==> config.mk <==
export PLATFORM = sky130hd
export DESIGN_NAME = sar_controller
export DESIGN_NICKNAME = d
export VERILOG_FILES = /design/src/rtl/sar_controller_pkg.sv /design/src/rtl/sar_controller.sv
export SDC_FILE = /design/constraint.sdc
export NUM_CORES = 1
export LEC_CHECK = 0
export BUFFER_PORTS_ARGS = -buffer_cell sky130_fd_sc_hd__buf_4
export CORE_MARGIN = 2
export CORE_UTILIZATION = 55
export CTS_CLUSTER_DIAMETER = 120
export DETAILED_ROUTE_END_ITERATION = 6
export GPL_TIMING_DRIVEN = 0
export PLACE_DENSITY = 0.79
export SLEW_MARGIN = 30
export SYNTH_ARGS = -nofsm -noshare
export SYNTH_HDL_FRONTEND = slang
export SYNTH_SLANG_ARGS = --single-unit
==> constraint.sdc <==
create_clock -name clk -period 2.9 [get_ports clk]
set_input_delay 0.58 -clock clk [delete_from_list [all_inputs] [get_ports clk]]
set_output_delay 0.58 -clock clk [all_outputs]
set_load 0.005 [all_outputs]
==> src/rtl/sar_controller_pkg.sv <==
// rtl/sar_controller_pkg.sv - state encoding and default width for the SAR controller
package sar_controller_pkg;

   typedef enum logic [1:0] {
      IDLE   = 2'd0,
      SAMPLE = 2'd1,
      CONV   = 2'd2,
      DONE   = 2'd3
   } sar_state_t;

   localparam int SAR_DEFAULT_N = 8;

endpackage

==> src/rtl/sar_controller.sv <==
// rtl/sar_controller.sv - successive-approximation conversion controller
// Optional feature: SAR_CONTROLLER_ABORT_EN lets go=0 abandon a conversion in SAMPLE/CONV.
module sar_controller
   import sar_controller_pkg::*;
#(
   parameter int N = SAR_DEFAULT_N
) (
   input  logic         clk,
   input  logic         rst_n,
   input  logic         go,
   output logic         valid,
   output logic [N-1:0] result,
   output logic         sample,
   output logic [N-1:0] value,
   input  logic         cmp
);

   sar_state_t   state;
   logic [N-1:0] mask;
   logic         abort;

`ifdef SAR_CONTROLLER_ABORT_EN
   assign abort = ~go;
`else
   assign abort = 1'b0;
`endif

   always_ff @(posedge clk) begin
      if (!rst_n) begin
         state  <= IDLE;
         result <= '0;
         mask   <= '0;
         sample <= 1'b0;
         valid  <= 1'b0;
      end else begin
         case (state)
            IDLE: begin
               if (go) begin
                  state  <= SAMPLE;
                  sample <= 1'b1;
               end
            end
            SAMPLE: begin
               sample <= 1'b0;
               if (abort) begin
                  state <= IDLE;
               end else begin
                  state  <= CONV;
                  result <= '0;
                  mask   <= {1'b1, {(N-1){1'b0}}};
               end
            end
            CONV: begin
               if (abort) begin
                  state <= IDLE;
                  mask  <= '0;
               end else begin
                  // the bit under trial is kept only if the held input reaches the trial code
                  if (cmp) result <= result | mask;
                  mask <= mask >> 1;
                  if (mask[0]) begin
                     state <= DONE;
                     valid <= 1'b1;
                  end
               end
            end
            DONE: begin
               if (!go) begin
                  state <= IDLE;
                  valid <= 1'b0;
               end
            end
            default: begin
               state  <= IDLE;
               sample <= 1'b0;
               valid  <= 1'b0;
            end
         endcase
      end
   end

   assign value = (state == SAMPLE || state == CONV) ? (result | mask) : result;

endmodule

After elaboration in Yosys (flattened, before gate mapping)
Cells that the tools add are included.
- $add $sub $neg: 0
- multipliers: 0
- div/mod/pow operators: 0
- order comparisons: 0
- equal/unequal tests: 7
- shift operators: 0
- muxes and demuxes: 13
- bitwise logic cells: 1
- reductions and logical operators: 9
- operators by type and width (kind ; number):
    8-bit case mux with 2 select lines ; 2
    8-bit two-way mux ; 2
    2-bit != test (second input constant) ; 4
    8-bit bitwise OR ; 1
    2-bit case mux with 4 select lines ; 1
    2-bit two-way mux ; 3
    3-bit AND reduction ; 2
    2-bit nonzero test ; 3
    2-bit == test (second input constant) ; 2
    1-bit case mux with 2 select lines ; 2
    2-bit AND reduction ; 2
    1-bit two-way mux ; 3
    2-bit by 1-bit == test with 1-bit output (second input constant) ; 1
    2-bit zero test ; 1
    1-bit logical OR ; 1
- register bits after elaboration: 20
- bits in latches: 0
- RAM bits: 0
- memory bits (read-only): 0
- input bits: 4
- output and inout port bits: 18
- logic and storage cells: 35
- memories: 0

Longest topological paths before layout
Gate-level depths: netlist of run 1.
- depth after elaboration: 3
- mapped depth: 7
- depth with buffers taken out: 5

Worst setup path after synthesis of run 1
Ideal clock, no wire load.
- path type: reg-to-output
- start: register state[0]
- end: output value[0]
- arrival time: 1.291 ns
- required time: 2.320 ns
- path slack: 1.029 ns
- stages on the path, launching flop included: 6
- path buffers: 2
- cells stage by stage: dfxtp_1 inv_1 ha_1 buf_2 buf_2 a21o_1
- word-level cells in the longest chain between the ends: 3
- elaborated cells between the ends (all ways): 4
- those cells by class: 2 x eq/ne; 1 x mux; 1 x reduce/logical
- RTL lines (what ; RTL line ; source):
    start: declaration ; sar_controller.sv:18 ; sar_state_t state;
    start signal: assignment ; sar_controller.sv:30 ; state <= IDLE;
    start signal: assignment ; sar_controller.sv:39 ; state <= SAMPLE;
    start signal: assignment ; sar_controller.sv:46 ; state <= IDLE;
    2-bit by 1-bit == test with 1-bit output or 2-bit == test (tied branches) ; sar_controller.sv:82 ; assign value = (state == SAMPLE || state == CONV) ? (result | mask) : result;
    1-bit logical OR * ; sar_controller.sv:82 ;
    8-bit two-way mux * ; sar_controller.sv:82 ;
    end: declaration ; sar_controller.sv:14 ; output logic [N-1:0] value,
Every way passes the cells marked *; elsewhere a longest branch is shown, timed or not.

Worst setup path in the final report of run 1
- start: register state[1]
- end: output value[5]
The elaborated chain is that of the path after synthesis.

==> results.py, run 1 <==
metrics = {
    "run_status": {
        "status": "finished, final reports clean",
    },
    "sta": {
        "finalCritPeriodShare": 0.8775,
        "finClkSkew_ns": 0.002323,
        "fmax_ghz": 0.3930,
        "drv_slew": 0,
        "rsz0062_at_grt": "false",
        "slew-limit-headroom": 0.7511,
        "final.min_clock_period_ns": 2.545,
        "tns_ns": 0,
        "finalHoldViolCount": 0,
        "setup_violations": 0,
        "worst_pin_slew_ns": 0.3705,
        "holdWs_ns": 0.4842,
    },
    "final_layout": {
        "layout_common_cells": "buf_4 (21), dfxtp_1 (20)",
        "drive_gt1_frac": 0.3040,
        "layout_commonest_cell": "buf_4",
        "postLayoutCellArea_sq_um": 1172,
        "syn_to_final_growth_pct": 24.44,
        "diodes": 0,
        "nets": 136,
    },
    "die": {
        "die_y_microns": 45.39,
        "row_count": 14,
        "core-area_sq_um": 1559,
        "start_util": 0.6043,
        "dieWidth_microns": 45.39,
        "dieArea_sq_um": 2060,
        "top_level_ports": 22,
    },
    "global_routing": {
        "grt_use_total": 0.2331,
        "antenna_found_initial": 0,
        "overflow": 0,
        "grt_pass1_wl_mm": 3.346,
        "grt_pass1_vias": 746,
        "grt_max_degree": 13,
    },
    "critical_path": {
        "critPathCaptureType": "primary output",
        "cp_max_fo": 10,
        "critPathMostFrequentCell": "buf_2",
        "critPathCapture": "value[5]",
        "cp.depth": 6,
        "arrival_ns": 1.96,
        "ff2ff_path_depth": 6,
        "slowest_delay_ns": 0.45,
        "slowest_stage": "dfxtp_1",
        "cp.required_ns": 2.32,
        "startpoint": "state[1]",
        "crit_chain": "inv_1, ha_1, buf_2, buf_2, a21o_1, buf_4",
        "r2r-start": "state[1]",
        "cp_top_family": "buffers and inverters",
        "worst-path-buf-inv": 4,
        "startpoint_type": "register",
        "setup.worst_path.class": "reg -> out",
        "rrSetupSlack_ns": 1.21,
        "reg2reg_to": "state[1]",
    },
    "route": {
        "ant_nets": 0,
        "drtIter0Drc": 11,
        "num_vias": 783,
        "firstDrtPassIters": 5,
        "routedWlPerCell_microns": 13.52,
        "drc": 0,
        "viasPerCell": 5.553,
        "wirelength_mm": 1.907,
    },
    "clock_network": {
        "numCtsBuffers": 3,
        "cts_resized": 0,
        "clock_insertion_delay_worst_skew_ns": 0.30,
        "hold_buffers": 0,
        "root_buffer": "clkbuf_4",
        "clock-sinks": 20,
        "cts-htree-levels": 1,
        "path_clk_slew_ns": 0.11,
        "cts_tree": "done",
        "cts_buffer_depth": 2,
        "postCtsSetupBuffers": 0,
    },
    "synthesis": {
        "ys_warn_count": 0,
        "synthesis.area_sq_um": 942.2,
        "ys.flop_type": "dfxtp_1",
        "synth_edf_count": 0,
        "yosysSeqAreaShare": 0.4250,
        "synth_nets": 110,
        "syn_area_per_cell_sq_um": 9.422,
        "async_flop_share": 0,
        "syn_inst": 100,
        "yosysUniqueCellTypes": 27,
        "synth_seq_cells": 20,
    },
    "placement": {
        "portBuffers": 21,
        "place.gp.congestion": 0.7738,
        "placed_area_sq_um": 1120,
        "place.detailed.hpwl_mm": 1.360,
    },
    "flow_run": {
        "max_cap_viol_count": 0,
    },
    "pwr": {
        "peakVddDrop_mv": 0.5167,
        "leakage_nw": 0.5610,
        "powerDensity_nw_per_um2": 853.6,
    },
    "min_path": {
        "hold_class": "reg -> reg",
    },
}
-- logic make-up after synthesis --
| kind of cell | count (synthesis) | share of synthesized area |
|---|---|---|
| DFF | 20 | 0.4250 |
| adders and majority gates | 6 | 0.07968 |
| buffers and inverters | 9 | 0.04648 |
| AOI/OAI and AO/OA | 31 | 0.2311 |
| muxes | 2 | 0.02656 |
| and+or+nand+nor | 32 | 0.1912 |
-- worst min path at each step --
stage | slack (ns) | depth (start not counted) | from | endpoint
global route | 0.51 | 2 | valid | valid
CTS | 0.49 | 2 | valid | valid
detailed placement | 0.47 | 2 | valid | valid
global placement | 0.47 | 2 | valid | valid
floorplan | 0.46 | 2 | valid | valid
finish | 0.48 | 2 | valid | valid
-- cells in the mapped netlist (2+ instances only) --
cell      number  area share
dfxtp_1       20        0.42
nor2_2         8       0.053
inv_1          4       0.016
a21oi_1        8       0.042
a21o_1         8       0.064
nand2b_1       7       0.046
a21boi_0       8       0.064
nand2_1        3       0.012
nand3_1        8       0.042
buf_2          2       0.011
nor2b_1        2       0.013
clkbuf_1       2      0.0080
ha_1           6       0.080
-- sequential cells by signal (all words and copies together), names as in the netlist --
register  flops
mask          8
result        8
sample        1
state         2
valid         1
-- metrics by stage --
stage / total power [W] / worst slack, ns / utilization / instances
floorplan: 0.0006545 / 1.029 / - / 100
CTS: 0.001003 / 0.3675 / 0.7520 / 141
global placement: 0.0007620 / 0.7725 / 0.7183 / 137
finish: 0.001001 / 0.3551 / 0.7520 / 141
detailed placement: 0.0007712 / 0.7175 / 0.7183 / 137
global route: 0.001076 / 0.1649 / 0.7520 / 141
-- power breakdown --
group / total, W / switching (W) / internal [W]
sequential: 0.000343 / 0.0000334 / 0.000310
combinational: 0.000430 / 0.000243 / 0.000187
clock: 0.000228 / 0.0000878 / 0.000140
-- worst min-delay path, delay by kind of cell, from the launching register on --
kind            cells  cell delay (ns)
flops               1             0.33
compound gates      2             0.12
-- routing by layer --
metal	vias up	wire length, microns	GRT usage
met4	0	37	0.1059
met2	28	913	0.3831
li1	394	-	-
met5	-	0	0
met1	356	846	0.2864
met3	5	109	0.05556
-- final cells by class --
cell class | instances | area [sq um]
plain buffers | 5 | 28.78
clock buffers | 3 | 22.52
clock inverters | 1 | 30.03
fillers | 110 | 386.6
inverters | 4 | 15.01
multi-input cells | 71 | 498.0
flip-flops and latches | 20 | 400.4
well taps | 16 | 20.02
repair buffers | 21 | 157.7
Note: power is estimated with default switching activity, not from simulation.
==> run 2, diff against run 1 <==
- ABC_AREA: not set -> 1
- CORE_UTILIZATION: 55 -> 54
- SLEW_MARGIN: 30 -> 15
==> run 2 against run 1 <==
Worst hold slack improved by 0.0030 ns. Design area decreased by 6.3%. Count of clock-buffer cells in the layout increased by 1. Largest cell class unchanged. Cell count increased by 12%. Worst setup slack improved by 0.24 ns. Critical endpoint is now value[0]. Critical path type unchanged. Critical path depth unchanged. Wire length decreased by 11%. First-iteration DRC count increased by 82%.
==> results.py, run 2 <==
metrics = {
    "synthesis": {
        "syn_area_per_cell_sq_um": 7.561,
        "synth.area.top_cells": "dfxtp_1 (45%), nand2_1 (14%), a21oi_1 (11%)",
        "synth_nets": 127,
        "async_flop_share": 0,
        "syn_inst": 117,
        "ys_warn_count": 0,
        "synth_seq_cells": 20,
        "ys.flop_type": "dfxtp_1",
        "synth_area_leader_cell": "dfxtp_1",
        "synth_top_cells_by_count": "nand2_1 (34), dfxtp_1 (20), a21oi_1 (19), inv_1 (13), nor2_1 (11)",
        "synthesis.area_sq_um": 884.6,
        "synth_edf_count": 0,
        "yosysSeqAreaShare": 0.4526,
        "post-synth-top-count-cell": "nand2_1",
        "synth_top_area_share": 0.4526,
        "yosysUniqueCellTypes": 15,
    },
    "pwr": {
        "powerDensity_nw_per_um2": 781.7,
        "peakVddDrop_mv": 0.5870,
        "leakage_nw": 0.5422,
    },
    "global_routing": {
        "grt.met1_usage": 0.2500,
        "grt_max_degree": 12,
        "grt_use_total": 0.1895,
        "met2_usage": 0.3130,
        "grt_pass1_vias": 683,
        "grt_pass1_wl_mm": 2.822,
        "overflow": 0,
        "antenna_found_initial": 0,
        "grt_busiest_layer": "met2",
        "met3_usage": 0.02449,
    },
    "critical_path": {
        "cp.required_ns": 2.32,
        "setup.worst_path.class": "reg -> out",
        "rrSetupSlack_ns": 1.42,
        "arrival_ns": 1.72,
        "startpoint_type": "register",
        "cp_max_fo": 10,
        "critPathCaptureType": "primary output",
    },
    "clock_network": {
        "path_clk_slew_ns": 0.11,
        "root_buffer": "clkbuf_4",
        "clock_insertion_delay_worst_skew_ns": 0.29,
        "cts_tree": "done",
        "cts-htree-levels": 1,
        "cts_resized": 0,
        "cts_buffer_depth": 2,
        "clock-sinks": 20,
        "hold_buffers": 0,
        "numCtsBuffers": 3,
        "postCtsSetupBuffers": 0,
    },
    "die": {
        "dieArea_sq_um": 1978,
        "core-area_sq_um": 1524,
        "start_util": 0.5805,
        "dieWidth_microns": 44.48,
        "die_y_microns": 44.48,
        "row_count": 14,
        "top_level_ports": 22,
    },
    "route": {
        "routedWlPerCell_microns": 10.68,
        "firstDrtPassIters": 4,
        "drtIter0Drc": 20,
        "drc": 0,
        "viasPerCell": 5.070,
        "ant_nets": 0,
        "num_vias": 801,
        "wirelength_mm": 1.688,
    },
    "final_layout": {
        "diodes": 0,
        "layout_commonest_cell": "nand2_1",
        "nets": 153,
        "n_fill_cell": 143,
        "multi_input_area_sq_um": 422.9,
        "layout_common_cells": "nand2_1 (34), buf_4 (21), dfxtp_1 (20)",
        "syn_to_final_growth_pct": 24.19,
        "regArea_sq_um": 400.4,
        "drive_gt1_frac": 0.2254,
        "top_regs": "mask x8, result x8, state x2",
    },
    "sta": {
        "rsz0062_at_grt": "false",
        "finClkSkew_ns": 0.001649,
        "tns_ns": 0,
        "finalCritPeriodShare": 0.7948,
        "drv_slew": 0,
        "setup_slack_ns": 0.5950,
        "slew-limit-headroom": 0.8537,
        "setup_violations": 0,
        "finalHoldViolCount": 0,
        "worst_pin_slew_ns": 0.2195,
        "final.min_clock_period_ns": 2.305,
        "fmax_ghz": 0.4338,
    },
    "placement": {
        "dp_slack_ns": 0.9252,
        "place.detailed.hpwl_mm": 1.244,
        "place.gp.congestion": 0.8609,
        "portBuffers": 21,
    },
    "run_status": {
        "status": "finished, final reports clean",
    },
    "flow_run": {
        "max_cap_viol_count": 0,
    },
    "min_path": {
        "hold_class": "reg -> reg",
    },
}
==> run 2: critical path: stages (launching register included) <==
cell      delay [ns]
dfxtp_1         0.42
inv_1           0.11
ha_1            0.27
buf_2           0.21
inv_2           0.14
o21bai_1        0.16
buf_4           0.12
==> run 2: cells by family (layout without fill, tap and decap cells) <==
family | after synthesis | count (layout) | share of synthesized area
buffers and inverters | 16 | 41 | 0.06931
DFF | 20 | 20 | 0.4526
AOI/OAI and AO/OA | 22 | 22 | 0.1330
and+or+nand+nor | 53 | 53 | 0.2603
adders and majority gates | 6 | 6 | 0.08486
==> run 2: per-layer routing <==
metal / share of wire / wire length (microns) / vias to the layer above
met5: 0 / 0 / -
met4: 0.0077 / 13 / 0
met3: 0.066 / 112 / 2
met2: 0.44 / 750 / 28
met1: 0.48 / 812 / 353
li1: - / - / 418
==> run 2: path summary, 6_finish.rpt <==
kind            start       end  depth (start not counted)
min reg2reg   mask[4]   mask[4]                          2
min           mask[4]   mask[4]                          2
max          state[1]  value[0]                          6
max reg2reg  state[0]  state[1]                          7
==> run 2: per-stage QoR <==
step	util	total power, W	hold WS (ns)	cell area (sq um)	instances
after floorplan	-	0.0006009	0.4561	884.6	117
after global placement	0.6970	0.0006973	0.4683	1062	154
after detailed placement	0.6970	0.0007052	0.4706	1062	154
after CTS	0.7209	0.0008625	0.4871	1099	158
after global routing	0.7209	0.0009212	0.5008	1099	158
final	0.7209	0.0008587	0.4872	1099	158
==> run 2: area by class of cell <==
class / instances / area share
multi-input combinational: 81 / 0.3850
sequential: 20 / 0.3645
timing repair buffer: 21 / 0.1435
inverter: 15 / 0.05125
clock buffer: 4 / 0.03303
tap: 16 / 0.01822
buffer: 1 / 0.004556
==> run 2: power breakdown <==
group	internal [W]	switching, W
Sequential	0.000305	0.0000286
Clock	0.0000765	0.0000815
Combinational	0.000120	0.000247
Total	0.000501	0.000357
